[src/rtl/mult_ctrl.sv]
// Sequencing FSM for the 32x32 shift-add multiplier datapath: one load cycle, N_ITER add/shift cycles, one done cycle.
// Optional abort input is compiled in when MULT_CTRL_ABORT_EN is defined.
module mult_ctrl #(
    parameter int unsigned N_ITER = 32,
    parameter int unsigned CNT_W  = 6
) (
    input  logic clk_i,
    input  logic reset_i,
    input  logic start_i,
`ifdef MULT_CTRL_ABORT_EN
    input  logic abort_i,
`endif
    input  logic b_lsb_i,
    output logic a_sel_o,
    output logic b_sel_o,
    output logic prod_sel_o,
    output logic add_sel_c_o,
    output logic busy_o,
    output logic done_o
);

    localparam logic [1:0] ST_IDLE = 2'd0;
    localparam logic [1:0] ST_LOAD = 2'd1;
    localparam logic [1:0] ST_CALC = 2'd2;
    localparam logic [1:0] ST_DONE = 2'd3;

    localparam logic [CNT_W-1:0] CNT_LAST = CNT_W'(N_ITER - 1);

    // Counter must hold N_ITER-1 without wrapping.
    if ((N_ITER == 0) || (64'(N_ITER) >= (64'(1) << CNT_W))) begin : g_cfg_check
        $error("mult_ctrl: CNT_W too small for N_ITER");
    end

    logic [1:0]       state_q, state_d;
    logic [CNT_W-1:0] cnt_q, cnt_d;
    logic             a_sel_q, a_sel_d;
    logic             b_sel_q, b_sel_d;
    logic             prod_sel_q, prod_sel_d;
    logic             busy_q, busy_d;
    logic             done_q, done_d;
    logic             abort_w;

`ifdef MULT_CTRL_ABORT_EN
    assign abort_w = abort_i;
`else
    assign abort_w = 1'b0;
`endif

    // State, counter and registered select lines.
    always_ff @(posedge clk_i) begin
        if (reset_i) begin
            state_q    <= ST_IDLE;
            cnt_q      <= '0;
            a_sel_q    <= 1'b0;
            b_sel_q    <= 1'b0;
            prod_sel_q <= 1'b1;
            busy_q     <= 1'b0;
            done_q     <= 1'b0;
        end else begin
            state_q    <= state_d;
            cnt_q      <= cnt_d;
            a_sel_q    <= a_sel_d;
            b_sel_q    <= b_sel_d;
            prod_sel_q <= prod_sel_d;
            busy_q     <= busy_d;
            done_q     <= done_d;
        end
    end

    // Next state, and outputs decoded from the next state so they register alongside it.
    always_comb begin
        state_d    = state_q;
        cnt_d      = cnt_q;
        a_sel_d    = 1'b0;
        b_sel_d    = 1'b0;
        prod_sel_d = 1'b1;
        busy_d     = 1'b0;
        done_d     = 1'b0;

        case (state_q)
            ST_IDLE: begin
                if (start_i) begin
                    state_d = ST_LOAD;
                end
            end
            ST_LOAD: begin
                cnt_d   = '0;
                state_d = abort_w ? ST_IDLE : ST_CALC;
            end
            ST_CALC: begin
                cnt_d = cnt_q + CNT_W'(1);
                if (abort_w) begin
                    state_d = ST_IDLE;
                end else if (cnt_q == CNT_LAST) begin
                    state_d = ST_DONE;
                end
            end
            ST_DONE: begin
                state_d = ST_IDLE;
            end
            default: begin
                state_d = ST_IDLE;
            end
        endcase

        case (state_d)
            ST_LOAD: begin
                prod_sel_d = 1'b0;
                busy_d     = 1'b1;
            end
            ST_CALC: begin
                a_sel_d = 1'b1;
                b_sel_d = 1'b1;
                busy_d  = 1'b1;
            end
            ST_DONE: begin
                done_d = 1'b1;
            end
            default: begin
            end
        endcase
    end

    assign a_sel_o    = a_sel_q;
    assign b_sel_o    = b_sel_q;
    assign prod_sel_o = prod_sel_q;
    assign busy_o     = busy_q;
    assign done_o     = done_q;

    // Mealy add steering: accumulate A only when the current multiplier bit is set.
    assign add_sel_c_o = (state_q == ST_CALC) ? ~b_lsb_i : 1'b1;

endmodule

[config.mk]
export PLATFORM = sky130hd
export DESIGN_NAME = mult_ctrl
export DESIGN_NICKNAME = d
export VERILOG_FILES = /design/src/rtl/mult_ctrl.sv
export SDC_FILE = /design/constraint.sdc
export NUM_CORES = 1
export LEC_CHECK = 0
export BUFFER_PORTS_ARGS = -buffer_cell sky130_fd_sc_hd__buf_4
export CAP_MARGIN = 20
export CELL_PAD_IN_SITES_DETAIL_PLACEMENT = 0
export CELL_PAD_IN_SITES_GLOBAL_PLACEMENT = 1
export CORE_AREA = 4 4 41 43
export CTS_CLUSTER_SIZE = 20
export DETAILED_ROUTE_END_ITERATION = 16
export DIE_AREA = 0 0 45 47
export PLACE_DENSITY = 0.79
export SLEW_MARGIN = 40
export SYNTH_ARGS = -nofsm -noshare
export SYNTH_HDL_FRONTEND = slang
export SYNTH_SLANG_ARGS = --single-unit
[constraint.sdc]
create_clock -name clk_i -period 2.95 [get_ports clk_i]
set_clock_uncertainty 0.1 [all_clocks]
set_input_delay 0.295 -clock clk_i [delete_from_list [all_inputs] [get_ports clk_i]]
set_output_delay 0.295 -clock clk_i [all_outputs]
set_load 0.01 [all_outputs]
==> impl_metrics.ini, run 1 <==
[setup_path]
critPathCaptureType = register
crit_top_cell = inv_1
crit_type = register to register
startpoint = state_q[0]
cp_slowest_stage_delay_ps = 440
r2r-start = state_q[0]
reg2reg_slack_ps = 1310
cp-endpoint = cnt_q[0]
start_kind = register
slowest_stage = ha_1
crit_buf_inv = 2
cp.depth = 5
rr_worst_depth = 5
cp_cell_sequence = inv_1 -> ha_1 -> inv_1 -> o21ai_1 -> nor2_1
cp.required_ps = 2990
crit_arrival_ps = 1680
worstReg2RegEnd = cnt_q[0]
worstPathMaxFanout = 9
critical-path-top-delay-family = adder cells

[power_and_ir_drop]
swShare_pct = 35.81
netSwitchingPower_uw = 199.4
comb_power_share_pct = 44.8
irDropWorstVdd_v = 0.0004041
p_leak_nw = 0.2668
power_density_nw_per_um2 = 892.0
intPower_uw = 357.5
pwr-share-clk_pct = 16.9
pwr-share-seq_pct = 38.4

[timing]
maxSlewViolCount = 0
maxSlewHeadroom_pct = 73.78
hold_violations = 0
setup_slack_ps = 1311
rsz0062_at_grt = no
worst_slew_pin_slew_ps = 390.7
fmax_mhz = 610.2
min_period_ps = 1639
setup_viol = 0
post-route-period-util_pct = 55.55
totalNegativeSetupSlack_ps = 0

[finish]
diodes = 0
syn_to_final_growth_pct = 17.69
fin_area_um2 = 624.3
nNetsFinal = 78
drive_gt1_share_pct = 22.73

[clock_network]
post_cts_resized = 0
cts_tree = yes
insertion_delay_ps = 260
path_clk_slew_ps = 70
htree_levels = 1
clockBufferDepth = 2
cts_setup_buffers = 0
root_buffer = clkbuf_4
cts_sinks = 12
holdBufCountCts = 0
cts_buffers = 3

[grt]
antenna_found_initial = 0
grt-ovfl-total = 0
track_usage_pct = 9.675
grt_first_pass_wirelength_um = 1442
grt_max_degree = 10
grt_pass1_vias = 346

[flow_run]
cap_violations = 0

[yosys]
syn_area_per_cell_um2 = 9.473
ys_seq_area_share_pct = 45.28
synth_cells = 56
synthDistinctLibCells = 19
ys_ff_latch = 12
syn_nets = 66
synth_area_um2 = 530.5
ys_warn_count = 0

[routing]
vias = 379
drc = 0
viasPerCell = 4.679
dr.pass1.iters = 4
dr_wl_met2_um = 363
drtIter0Drc = 4
top_layer_used = met3
antenna_left = 0
route.met3.wl_um = 45
wl_met1_um = 404
routed_wl_um = 812
routedWlPerCell_um = 10.02

[floorplanning]
core_um2 = 1301
num_rows = 13
ios = 10
fp.dieH_um = 47
die-area_um2 = 2115
die_w_um = 45
start_util_pct = 40.77

[place]
dpl_worst_slack_ps = 1322
hpwlAfterDp_um = 655.5
placed_cell_area_um2 = 601.8
portBuffers = 9
routabilityCongestion = 0.7117

[min_path]
min_from = reset_i
hp-class = input port to register

[run_status]
status = complete, no violations
[layout by cell type (no fill, tap or decap)]
master     synthesis  final
o21ai_0            1      1
nand4bb_1          1      1
nand3_2            1      1
nand4_1            2      2
nand3_1            2      2
o22a_2             1      1
ha_1               6      6
buf_4              2      9
nor2_1             8      8
a21oi_2            1      1
dfxtp_1           12     12
xor2_1             3      3
inv_1              5      5
or3_1              1      1
nand2_1            4      4
nor2b_1            2      2
a21oi_1            2      2
clkbuf_4           0      3
xnor2_1            1      1
o21ai_1            1      1
[how the worst min path moves through the flow]
| stage | to | slack [ps] | depth (start not counted) |
|---|---|---|---|
| CTS | state_q[1] | 140 | 2 |
| floorplan | state_q[1] | 260 | 1 |
| global route | state_q[1] | 140 | 2 |
| global placement | cnt_q[1] | 390 | 2 |
| detailed placement | cnt_q[1] | 390 | 2 |
| finish | busy_o | 140 | 2 |
[synthesized netlist by cell type]
library cell,count,share of area [%]
dfxtp_1,12,45
nor2_1,8,5.7
ha_1,6,14
inv_1,5,3.5
nand2_1,4,2.8
xor2_1,3,5.0
a21oi_1,2,1.9
buf_4,2,2.8
nand3_1,2,1.9
nand4_1,2,2.4
nor2b_1,2,2.4
a21oi_2,1,1.7
nand3_2,1,1.9
nand4bb_1,1,2.1
o21ai_0,1,0.94
o21ai_1,1,0.94
o22a_2,1,1.9
or3_1,1,1.2
xnor2_1,1,1.7
[flip-flops by register name, summed over array words and instances (netlist names)]
signal and flops:
cnt_q 6, state_q 2, b_sel_o 1, busy_o 1, done_o 1, prod_sel_o 1
[power groups by stage]
stage	Clock, mW	Sequential (mW)	Combinational, mW
floorplan	0	0.227	0.183
global placement	0	0.217	0.256
detailed placement	0	0.217	0.253
CTS	0.0980	0.214	0.255
global route	0.109	0.217	0.297
finish	0.0939	0.214	0.249
[area by class of cell]
| type | instances | area, um2 |
|---|---|---|
| Multi-Input combinational cell | 37 | 256.5 |
| Clock buffer | 3 | 22.52 |
| Fill cell | 137 | 676.9 |
| Sequential cell | 12 | 240.2 |
| Timing Repair Buffer | 9 | 67.56 |
| Inverter | 5 | 18.77 |
| Tap cell | 15 | 18.77 |
[through the flow]
| step | total power [mW] | hold slack [ps] | util (%) | instances |
|---|---|---|---|---|
| floorplan | 0.4103 | 261.7 | - | 56 |
| global placement | 0.4729 | 391.2 | 46.25 | 78 |
| detailed placement | 0.4698 | 387.6 | 46.25 | 78 |
| CTS | 0.5668 | 136.1 | 47.98 | 81 |
| global route | 0.6227 | 142.2 | 47.98 | 81 |
| finish | 0.5569 | 139.8 | 47.98 | 81 |
[metal layers]
metal,global-route usage [%],vias up
li1,-,205
met1,13.10,167
met2,13.28,7
met3,2.299,0
met4,7.018,0
met5,0,-
[cells by family (layout without fill, tap and decap cells)]
family,after synthesis,after routing,synth area share (%)
AO/OA/AOI/OAI,6,6,7.310
buffers and inverters,7,17,6.367
AND/OR/NAND/NOR,21,21,20.28
flip-flops,12,12,45.28
XOR/XNOR,4,4,6.605
adder cells (fa/ha/maj),6,6,14.15
[worst reg2reg max path: stages (launching register included)]
cell and delay (ps):
dfxtp_1 320, inv_1 60, ha_1 440, inv_1 140, o21ai_1 360, nor2_1 90
(Power assumes the default switching activity.)
==> run 2: changes to the inputs <==
--- a/config.mk
+++ b/config.mk
@@ -9,11 +9,11 @@
 export CAP_MARGIN = 20
 export CELL_PAD_IN_SITES_DETAIL_PLACEMENT = 0
 export CELL_PAD_IN_SITES_GLOBAL_PLACEMENT = 1
-export CORE_AREA = 4 4 41 43
+export CORE_MARGIN = 4
+export CORE_UTILIZATION = 34
 export CTS_CLUSTER_SIZE = 20
 export DETAILED_ROUTE_END_ITERATION = 16
-export DIE_AREA = 0 0 45 47
-export PLACE_DENSITY = 0.79
+export PLACE_DENSITY = 0.72
 export SLEW_MARGIN = 40
 export SYNTH_ARGS = -nofsm -noshare
 export SYNTH_HDL_FRONTEND = slang
==> constraint.sdc (replaced) <==
create_clock -name clk_i -period 1.4 [get_ports clk_i]
set_clock_uncertainty 0.1 [all_clocks]
set_input_delay 0.14 -clock clk_i [delete_from_list [all_inputs] [get_ports clk_i]]
set_output_delay 0.14 -clock clk_i [all_outputs]
set_load 0.01 [all_outputs]
==> run 2 against run 1 <==
Net effect: the flow now finishes with violations (negative hold slack, negative setup slack); maximum frequency increased by 10%; die area increased by 6.7%; critical path depth grew 2; power rose to 2.9 times the previous value; largest cell class unchanged; largest power group unchanged.
==> impl_metrics.ini, run 2 (synthesis results as in run 1) <==
[run_status]
status = finished, violations left
violations = negative hold slack, negative setup slack

[finish]
nNetsFinal = 86
syn_to_final_growth_pct = 45.28
fin_util_pct = 55.75
largest_reg_flops = 6
fill_cells = 119
fin_cells = 90
diodes = 0
mostFrequentLayoutCells = 17 x buf_4, 10 x dfxtp_1, 7 x nor2_1
drive_gt1_share_pct = 50.67
largest-register = cnt_q
top_regs = cnt_q x6, state_q x2
final_common_cell = buf_4

[setup_path]
r2r-start = state_q[1]
cp.required_ps = 1510
rr_worst_depth = 7
crit_type = register to register
worstReg2RegEnd = busy_o
start_kind = register
reg2reg_slack_ps = -80
cp-endpoint = busy_o
worstPathMaxFanout = 3
crit_arrival_ps = 1600
critPathCaptureType = register
startpoint = state_q[1]

[clock_network]
root_buffer = clkbuf_4
cts_sinks = 12
cts_buffers = 3
cts_setup_buffers = 0
htree_levels = 1
insertion_delay_ps = 270
path_clk_slew_ps = 70
cts_tree = yes
clockBufferDepth = 2

[floorplanning]
ios = 10
core_um2 = 1383
fp.dieH_um = 47.50
die-area_um2 = 2256
start_util_pct = 38.37
die_w_um = 47.50
num_rows = 13

[timing]
hold_ws_ps = -29.47
maxSlewHeadroom_pct = 86.58
worst_slew_pin_slew_ps = 199.1
min_period_ps = 1484
totalNegativeSetupSlack_ps = -242.7
hold_violations = 6
setup_viol = 4
maxSlewViolCount = 0
setup_slack_ps = -84.34
post-route-period-util_pct = 106.0
fmax_mhz = 673.7
rsz0062_at_grt = yes

[routing]
vias = 415
drc = 0
viasPerCell = 4.611
drtIter0Drc = 3
routed_wl_um = 961
dr.pass1.iters = 4
antenna_left = 0
routedWlPerCell_um = 10.68

[flow_run]
cap_violations = 0

[grt]
track_usage_pct = 11.27
grt_pass1_vias = 383
antenna_found_initial = 0
grt_first_pass_wirelength_um = 1656
grt-ovfl-total = 0
grt_max_degree = 8

[min_path]
hp-class = input port to register

[power_and_ir_drop]
irDropWorstVdd_v = 0.001568
netSwitchingPower_uw = 582.0
intPower_mw = 1.024
power_density_nw_per_um2 = 2084
comb_power_share_pct = 53.6
swShare_pct = 36.24
pwr-share-seq_pct = 29.2
p_leak_nw = 0.3159
pwr-share-clk_pct = 17.2

[place]
portBuffers = 9
place_inst = 86
routabilityCongestion = 0.7355
hpwlAfterDp_um = 727.6
dpl_worst_slack_ps = -74.13
[run 2: cell count changes in the layout (fill, tap and decap cells not counted), moves of 2 or more]
| cell | previous run | this run |
|---|---|---|
| buf_4 | 9 | 17 |
| ha_4 | 0 | 4 |
| inv_1 | 5 | 2 |
| dfxtp_1 | 12 | 10 |
| inv_2 | 0 | 2 |
| ha_1 | 6 | 1 |
[run 2: critical path, stage by stage (launching register included)]
cell and delay, ps:
dfxtp_4 360, inv_2 40, ha_4 150, nand4bb_1 170
o22a_2 270, inv_4 80, ha_4 190, nor2_2 70
[run 2: stage by stage]
step	power (mW)	instance area (um2)
after floorplan	0.9827	566.8
after global placement	1.213	694.4
after detailed placement	1.214	694.4
after CTS	1.503	730.7
after global routing	1.725	770.7
final	1.606	770.7
[run 2: final cells by class]
class | count | area, um2 | area share (%)
Tap cell | 15 | 18.77 | 2.435
Multi-Input combinational cell | 37 | 321.6 | 41.72
Timing Repair Buffer | 17 | 127.6 | 16.56
Inverter | 5 | 21.27 | 2.760
Sequential cell | 12 | 245.2 | 31.82
Clock buffer | 4 | 36.28 | 4.708
[run 2: power by group through the flow]
stage	registers, mW	clock network [mW]	logic (mW)
2_1_floorplan	0.488	0	0.494
3_3_place_gp	0.467	0	0.746
3_5_place_dp	0.466	0	0.747
4_1_cts	0.459	0.286	0.758
5_1_grt	0.478	0.309	0.938
6_report	0.469	0.276	0.861
[run 2: what timing repair did]
| item | 4_1_cts | 5_1_grt |
|---|---|---|
| gates cloned | 0 | 0 |
| pin swaps | 0 | 5 |
| hold endpoints to repair | 6 | 6 |
| gates resized for setup | 0 | 9 |
| endpoints found under the setup margin | 5 | 6 |
[run 2: worst min path at each step]
stage                       start         end  slack [ps]  cells after the start
after detailed placement  reset_i  state_q[1]         260                      2
after global routing      reset_i      busy_o         -30                      2
final                     reset_i  state_q[1]         -30                      2
after global placement    reset_i  state_q[1]         250                      2
after CTS                 reset_i  state_q[1]         -40                      2
after floorplan           reset_i  state_q[1]         100                      1
[run 2: layer usage]
layer / GRT usage (%) / vias to the layer above / share of wire, %
met5: 0 / - / 0
met4: 9.945 / 0 / 1.2
li1: - / 221 / -
met3: 4.511 / 2 / 5.1
met2: 15.24 / 11 / 47
met1: 13.54 / 181 / 47
